===== config.mk =====
export PLATFORM = sky130hd
export DESIGN_NAME = pipe_stage_reg
export DESIGN_NICKNAME = d
export VERILOG_FILES = /design/src/rtl/pipe_stage_reg.sv
export SDC_FILE = /design/constraint.sdc
export NUM_CORES = 1
export LEC_CHECK = 0
export ABC_AREA = 1
export CORE_AREA = 2 2 144 146
export CTS_CLUSTER_SIZE = 16
export DETAILED_ROUTE_END_ITERATION = 10
export DIE_AREA = 0 0 146 148
export PLACE_DENSITY = 0.66
export SETUP_SLACK_MARGIN = 0.1
export SLEW_MARGIN = 0
export SYNTH_ARGS = -nofsm -noshare
export SYNTH_HDL_FRONTEND = slang
export SYNTH_SLANG_ARGS = --single-unit

===== constraint.sdc =====
create_clock -name clk -period 2.6 [get_ports clk]
set_input_delay 0.65 -clock clk [delete_from_list [all_inputs] [get_ports clk]]
set_output_delay 0.65 -clock clk [all_outputs]
set_load 0.02 [all_outputs]

===== src/rtl/pipe_stage_reg.sv =====
// pipe_stage_reg: pipeline stage register with stall, flush-to-bubble, Tuse/Tnew countdown
//   clk, clr (sync active-high reset), en (advance), flush (insert bubble), valid_in
//   pc_in/ins_in, opnd_in (N_OPND packed DATA_W channels), imm_in, rs/rt/rd_in, tuse/tnew_in
//   *_out registered copies; wr_pending = valid_out & rd_out!=0 & tnew_out!=0
//   Optional macro PIPE_STAGE_PERF_EN adds stall_cnt/flush_cnt performance counters.
module pipe_stage_reg #(
  parameter int DATA_W = 32,
  parameter int N_OPND = 2,
  parameter int T_W = 2,
  parameter logic [31:0] RESET_PC = 32'h0000_3000
) (
  input  logic clk,
  input  logic clr,
  input  logic en,
  input  logic flush,
  input  logic valid_in,
  input  logic [31:0] pc_in,
  input  logic [31:0] ins_in,
  input  logic [N_OPND*DATA_W-1:0] opnd_in,
  input  logic [DATA_W-1:0] imm_in,
  input  logic [4:0] rs_in,
  input  logic [4:0] rt_in,
  input  logic [4:0] rd_in,
  input  logic [T_W-1:0] tuse_in,
  input  logic [T_W-1:0] tnew_in,
  output logic [31:0] pc_out,
  output logic [31:0] ins_out,
  output logic [N_OPND*DATA_W-1:0] opnd_out,
  output logic [DATA_W-1:0] imm_out,
  output logic [4:0] rs_out,
  output logic [4:0] rt_out,
  output logic [4:0] rd_out,
  output logic [T_W-1:0] tuse_out,
  output logic [T_W-1:0] tnew_out,
  output logic valid_out,
  output logic wr_pending
`ifdef PIPE_STAGE_PERF_EN
  ,
  output logic [31:0] stall_cnt,
  output logic [31:0] flush_cnt
`endif
);
  // initializers give the reset values from time zero
  logic [31:0] pc_q = RESET_PC;
  logic [31:0] ins_q = '0;
  logic [N_OPND*DATA_W-1:0] opnd_q = '0;
  logic [DATA_W-1:0] imm_q = '0;
  logic [4:0] rs_q = '0;
  logic [4:0] rt_q = '0;
  logic [4:0] rd_q = '0;
  logic [T_W-1:0] tuse_q = '0;
  logic [T_W-1:0] tnew_q = '0;
  logic valid_q = 1'b0;
  // saturating countdown: one stage closer, never below zero
  function automatic logic [T_W-1:0] dec(input logic [T_W-1:0] t);
    return (t == '0) ? '0 : t - 1'b1;
  endfunction
  always_ff @(posedge clk) begin
    if (clr) begin
      pc_q <= RESET_PC;
      ins_q <= '0;
      opnd_q <= '0;
      imm_q <= '0;
      rs_q <= '0;
      rt_q <= '0;
      rd_q <= '0;
      tuse_q <= '0;
      tnew_q <= '0;
      valid_q <= 1'b0;
    end else if (flush) begin
      // bubble keeps the squashed address
      pc_q <= pc_in;
      ins_q <= '0;
      opnd_q <= '0;
      imm_q <= '0;
      rs_q <= '0;
      rt_q <= '0;
      rd_q <= '0;
      tuse_q <= '0;
      tnew_q <= '0;
      valid_q <= 1'b0;
    end else if (en) begin
      pc_q <= pc_in;
      ins_q <= ins_in;
      opnd_q <= opnd_in;
      imm_q <= imm_in;
      rs_q <= rs_in;
      rt_q <= rt_in;
      rd_q <= valid_in ? rd_in : 5'd0;
      tuse_q <= valid_in ? dec(tuse_in) : '0;
      tnew_q <= valid_in ? dec(tnew_in) : '0;
      valid_q <= valid_in;
    end
  end
  assign pc_out = pc_q;
  assign ins_out = ins_q;
  assign opnd_out = opnd_q;
  assign imm_out = imm_q;
  assign rs_out = rs_q;
  assign rt_out = rt_q;
  assign rd_out = rd_q;
  assign tuse_out = tuse_q;
  assign tnew_out = tnew_q;
  assign valid_out = valid_q;
  assign wr_pending = valid_q && (rd_q != 5'd0) && (tnew_q != '0);
`ifdef PIPE_STAGE_PERF_EN
  logic [31:0] stall_q = '0;
  logic [31:0] flush_q = '0;
  always_ff @(posedge clk) begin
    if (clr) begin
      stall_q <= '0;
      flush_q <= '0;
    end else if (flush) flush_q <= flush_q + 32'd1;
    else if (!en && valid_q) stall_q <= stall_q + 32'd1;
  end
  assign stall_cnt = stall_q;
  assign flush_cnt = flush_q;
`endif
endmodule


==> results.yml, run 1 <==
clock_network:
  postCtsSetupBuffers: 0
  cts_buffers: 17
  cts_tree: "done"
  cts_root_buf: "clkbuf_16"
  hold_buffers: 0
  cts.clk_slew.worst_paths_ps: 70
  h-tree-depth: 4
  clk_latency_ps: 410
  clockBufferDepth: 2
  cts_resized: 0
  cts_sinks: 180
critical_path:
  r2r_slack_ps: 1930
  crit_required_ps: 1950
  path_cells: "nor2_1 > nand3b_1 > nand2_1 > inv_1 > clkdlybuf4s50_1"
  cp_max_fo: 3
  r2r-start: "tnew_out[1]"
  regToRegEndpoint: "tnew_out[1]"
  slowest_delay_ps: 610
  cp-start-kind: "register"
  cp.arrival_ps: 1640
  crit_buf_inv: 2
  crit_slowest_cell: "clkdlybuf4s50_1"
  critPathTopFamily: "buffers and inverters"
  reg2regPathDepth: 4
  crit_path_end_kind: "output port"
  critPathKind: "reg -> out"
synthesis:
  ys_warn_count: 0
  avgSynthCellArea_um2: 7.86
  synth_flop_cell: "dfxtp_1"
  synth.most_common_cell: "nand2_1"
  yosys-top-cells-area: "dfxtp_1, nand2_1, a21oi_1"
  synth-edff-count: 0
  synth_top_area_frac: 0.573
  async_flop_share: 0
  yosys-top-cells-count: "nand2_1, dfxtp_1, a21oi_1"
  synthDistinctLibCells: 17
  syn_nets: 984
  netlist_area_mm2: 0.00629
  synth-seq-cells: 180
  synth_top_cell_by_area: "dfxtp_1"
  synth_cells: 800
  synth.yosys.seq_area_share: 0.573
routing:
  num_vias: 6325
  drt_iter0_markers: 157
  drc_errors: 0
  via_per_inst: 4.45
  ant_nets: 0
  routed_wl_mm: 21.0
  wl_per_cell_um: 14.8
  wl_met3_mm: 1.78
  top_layer: "met4"
  drt-met1-wl_mm: 8.80
  first_pass_iters: 6
  wl_met2_mm: 9.97
grt:
  track_usage: 0.189
  grt_pass1_vias: 5980
  grt_pass1_wl_mm: 32.7
  grt_max_degree: 67
  overflow: 0
  antenna_found_initial: 0
floorplan:
  core-area_mm2: 0.0200
  start_util: 0.314
  io_pins: 365
  die-area_mm2: 0.0216
  num_rows: 52
  die_w_um: 146
  die_h_um: 148
sta:
  rsz0062_at_grt: "false"
  drv_slew: 0
  fin_crit_sh: 0.881
  fmaxAchievable_ghz: 0.437
  fin_setup_tns_ps: 0
  post-route-worst-setup-slack_ps: 309
  fin_crit_ps: 2290
  setup_viol: 0
  hold_viol: 0
  worst_pin_slew_ps: 965
  whs_ps: 460
  slew_headroom: 0.356
  finalClockSkew_ps: 0
run_status:
  status: "completed"
layout:
  nNetsFinal: 1321
  drive_above_1_share: 0.0409
  instances_no_fill: 1420
  utilization: 0.532
  syn_to_final_growth_pct: 69.7
  antenna_cells: 0
  fillers: 1958
power:
  switching_share: 0.260
  peakVddDrop_mv: 0.410
  p_leak_uw: 0.00401
  comb_power_share: 0.146
  netSwitchingPower_uw: 1670
  pwr-share-clk: 0.400
  p_int_uw: 4750
  power_density_mw_per_mm2: 602
  seqPwrFrac: 0.454
min_path:
  holdPathStages: 2
  holdCritStartpoint: "imm_out[6]"
  min_to: "imm_out[6]"
  hold_class: "reg -> reg"
place:
  place.gp.congestion: 0.770
  dp.cells: 1388
  port_buffers: 364
  place_hpwl_mm: 14.9
  post-place-ws_ps: 394
flow_run:
  cap_violations: 0
## registers in the layout, indices dropped and copies added, names as in the netlist
register   flops
ins_out       32
opnd_out      64
tnew_out       2
pc_out        32
rt_out         5
tuse_out       2
rs_out         5
valid_out      1
rd_out         5
imm_out       32
## area by class of cell
type	instances	area (µm²)	share of cell area
tap	270	338	0.0317
multi-input combinational	553	2310	0.217
timing repair buffer	376	3790	0.356
sequential	180	3600	0.338
clock buffer	19	443	0.0415
inverter	9	36.3	0.00340
clock inverter	13	141	0.0133
## stage by stage
stage / instance area, µm² / power [µW]
floorplan: 6290 / 3360
global placement: 10100 / 3920
detailed placement: 10100 / 3920
CTS: 10700 / 6510
global route: 10700 / 6710
finish: 10700 / 6420
## worst reg2reg max path, stage by stage, from the launching register on
cell and delay (ps):
dfxtp_1 330, inv_1 50, nor2_1 30, nor2_1 110
nor2_1 50
## routing by layer
| metal | up-vias | global-route usage |
|---|---|---|
| met2 | 240 | 0.310 |
| met5 | - | 0 |
| met1 | 2838 | 0.230 |
| met4 | 0 | 0.0675 |
| li1 | 3217 | - |
| met3 | 30 | 0.0679 |
## cell families (layout without fill, tap and decap cells)
family,Yosys count,in the layout,share of synthesized area
buffers and inverters,67,417,0.0593
DFF,180,180,0.573
AOI/OAI and AO/OA,177,177,0.141
and+or+nand+nor,376,376,0.226
## cells in the final DEF, fill, tap and decap left out
| master | count |
|---|---|
| inv_4 | 1 |
| o21ai_0 | 25 |
| nand2_1 | 299 |
| o21ai_1 | 5 |
| buf_12 | 5 |
| dfxtp_1 | 180 |
| nand3_1 | 2 |
| clkbuf_8 | 1 |
| clkbuf_1 | 1 |
| clkbuf_16 | 17 |
| nor2_1 | 72 |
| buf_4 | 8 |
| bufinv_16 | 1 |
| inv_1 | 8 |
| clkinvlp_4 | 3 |
| a21oi_1 | 146 |
| nor2_2 | 1 |
| inv_8 | 4 |
| nand3b_1 | 1 |
| clkinv_4 | 2 |
| inv_6 | 3 |
| or2_4 | 1 |
| o21a_1 | 1 |
| clkdlybuf4s50_1 | 363 |
## power by group through the flow
stage | Clock [µW] | Combinational (µW) | Sequential [µW]
after CTS | 2650 | 949 | 2910
after floorplan | 0 | 259 | 3110
after detailed placement | 0 | 945 | 2980
after global routing | 2780 | 1010 | 2930
final | 2570 | 938 | 2910
after global placement | 0 | 941 | 2970
## worst max-delay path by stage
stage,startpoint,to,slack (ps),depth (start not counted)
floorplan,en,pc_out[10],1100,6
global placement,flush,pc_out[20],410,5
detailed placement,flush,pc_out[23],390,5
CTS,rd_out[4],wr_pending,280,5
global route,rd_out[1],wr_pending,220,5
finish,rd_out[4],wr_pending,310,5
(Power assumes the default switching activity.)
==> run 2, diff against run 1 <==
--- a/config.mk
+++ b/config.mk
@@ -7,7 +7,7 @@
 export LEC_CHECK = 0
 export ABC_AREA = 1
 export CORE_AREA = 2 2 144 146
-export CTS_CLUSTER_SIZE = 16
+export CTS_CLUSTER_SIZE = 8
 export DETAILED_ROUTE_END_ITERATION = 10
 export DIE_AREA = 0 0 146 148
 export PLACE_DENSITY = 0.66
==> results of run 2 <==
The final DEF is identical to that of run 1; final timing and power are the same.
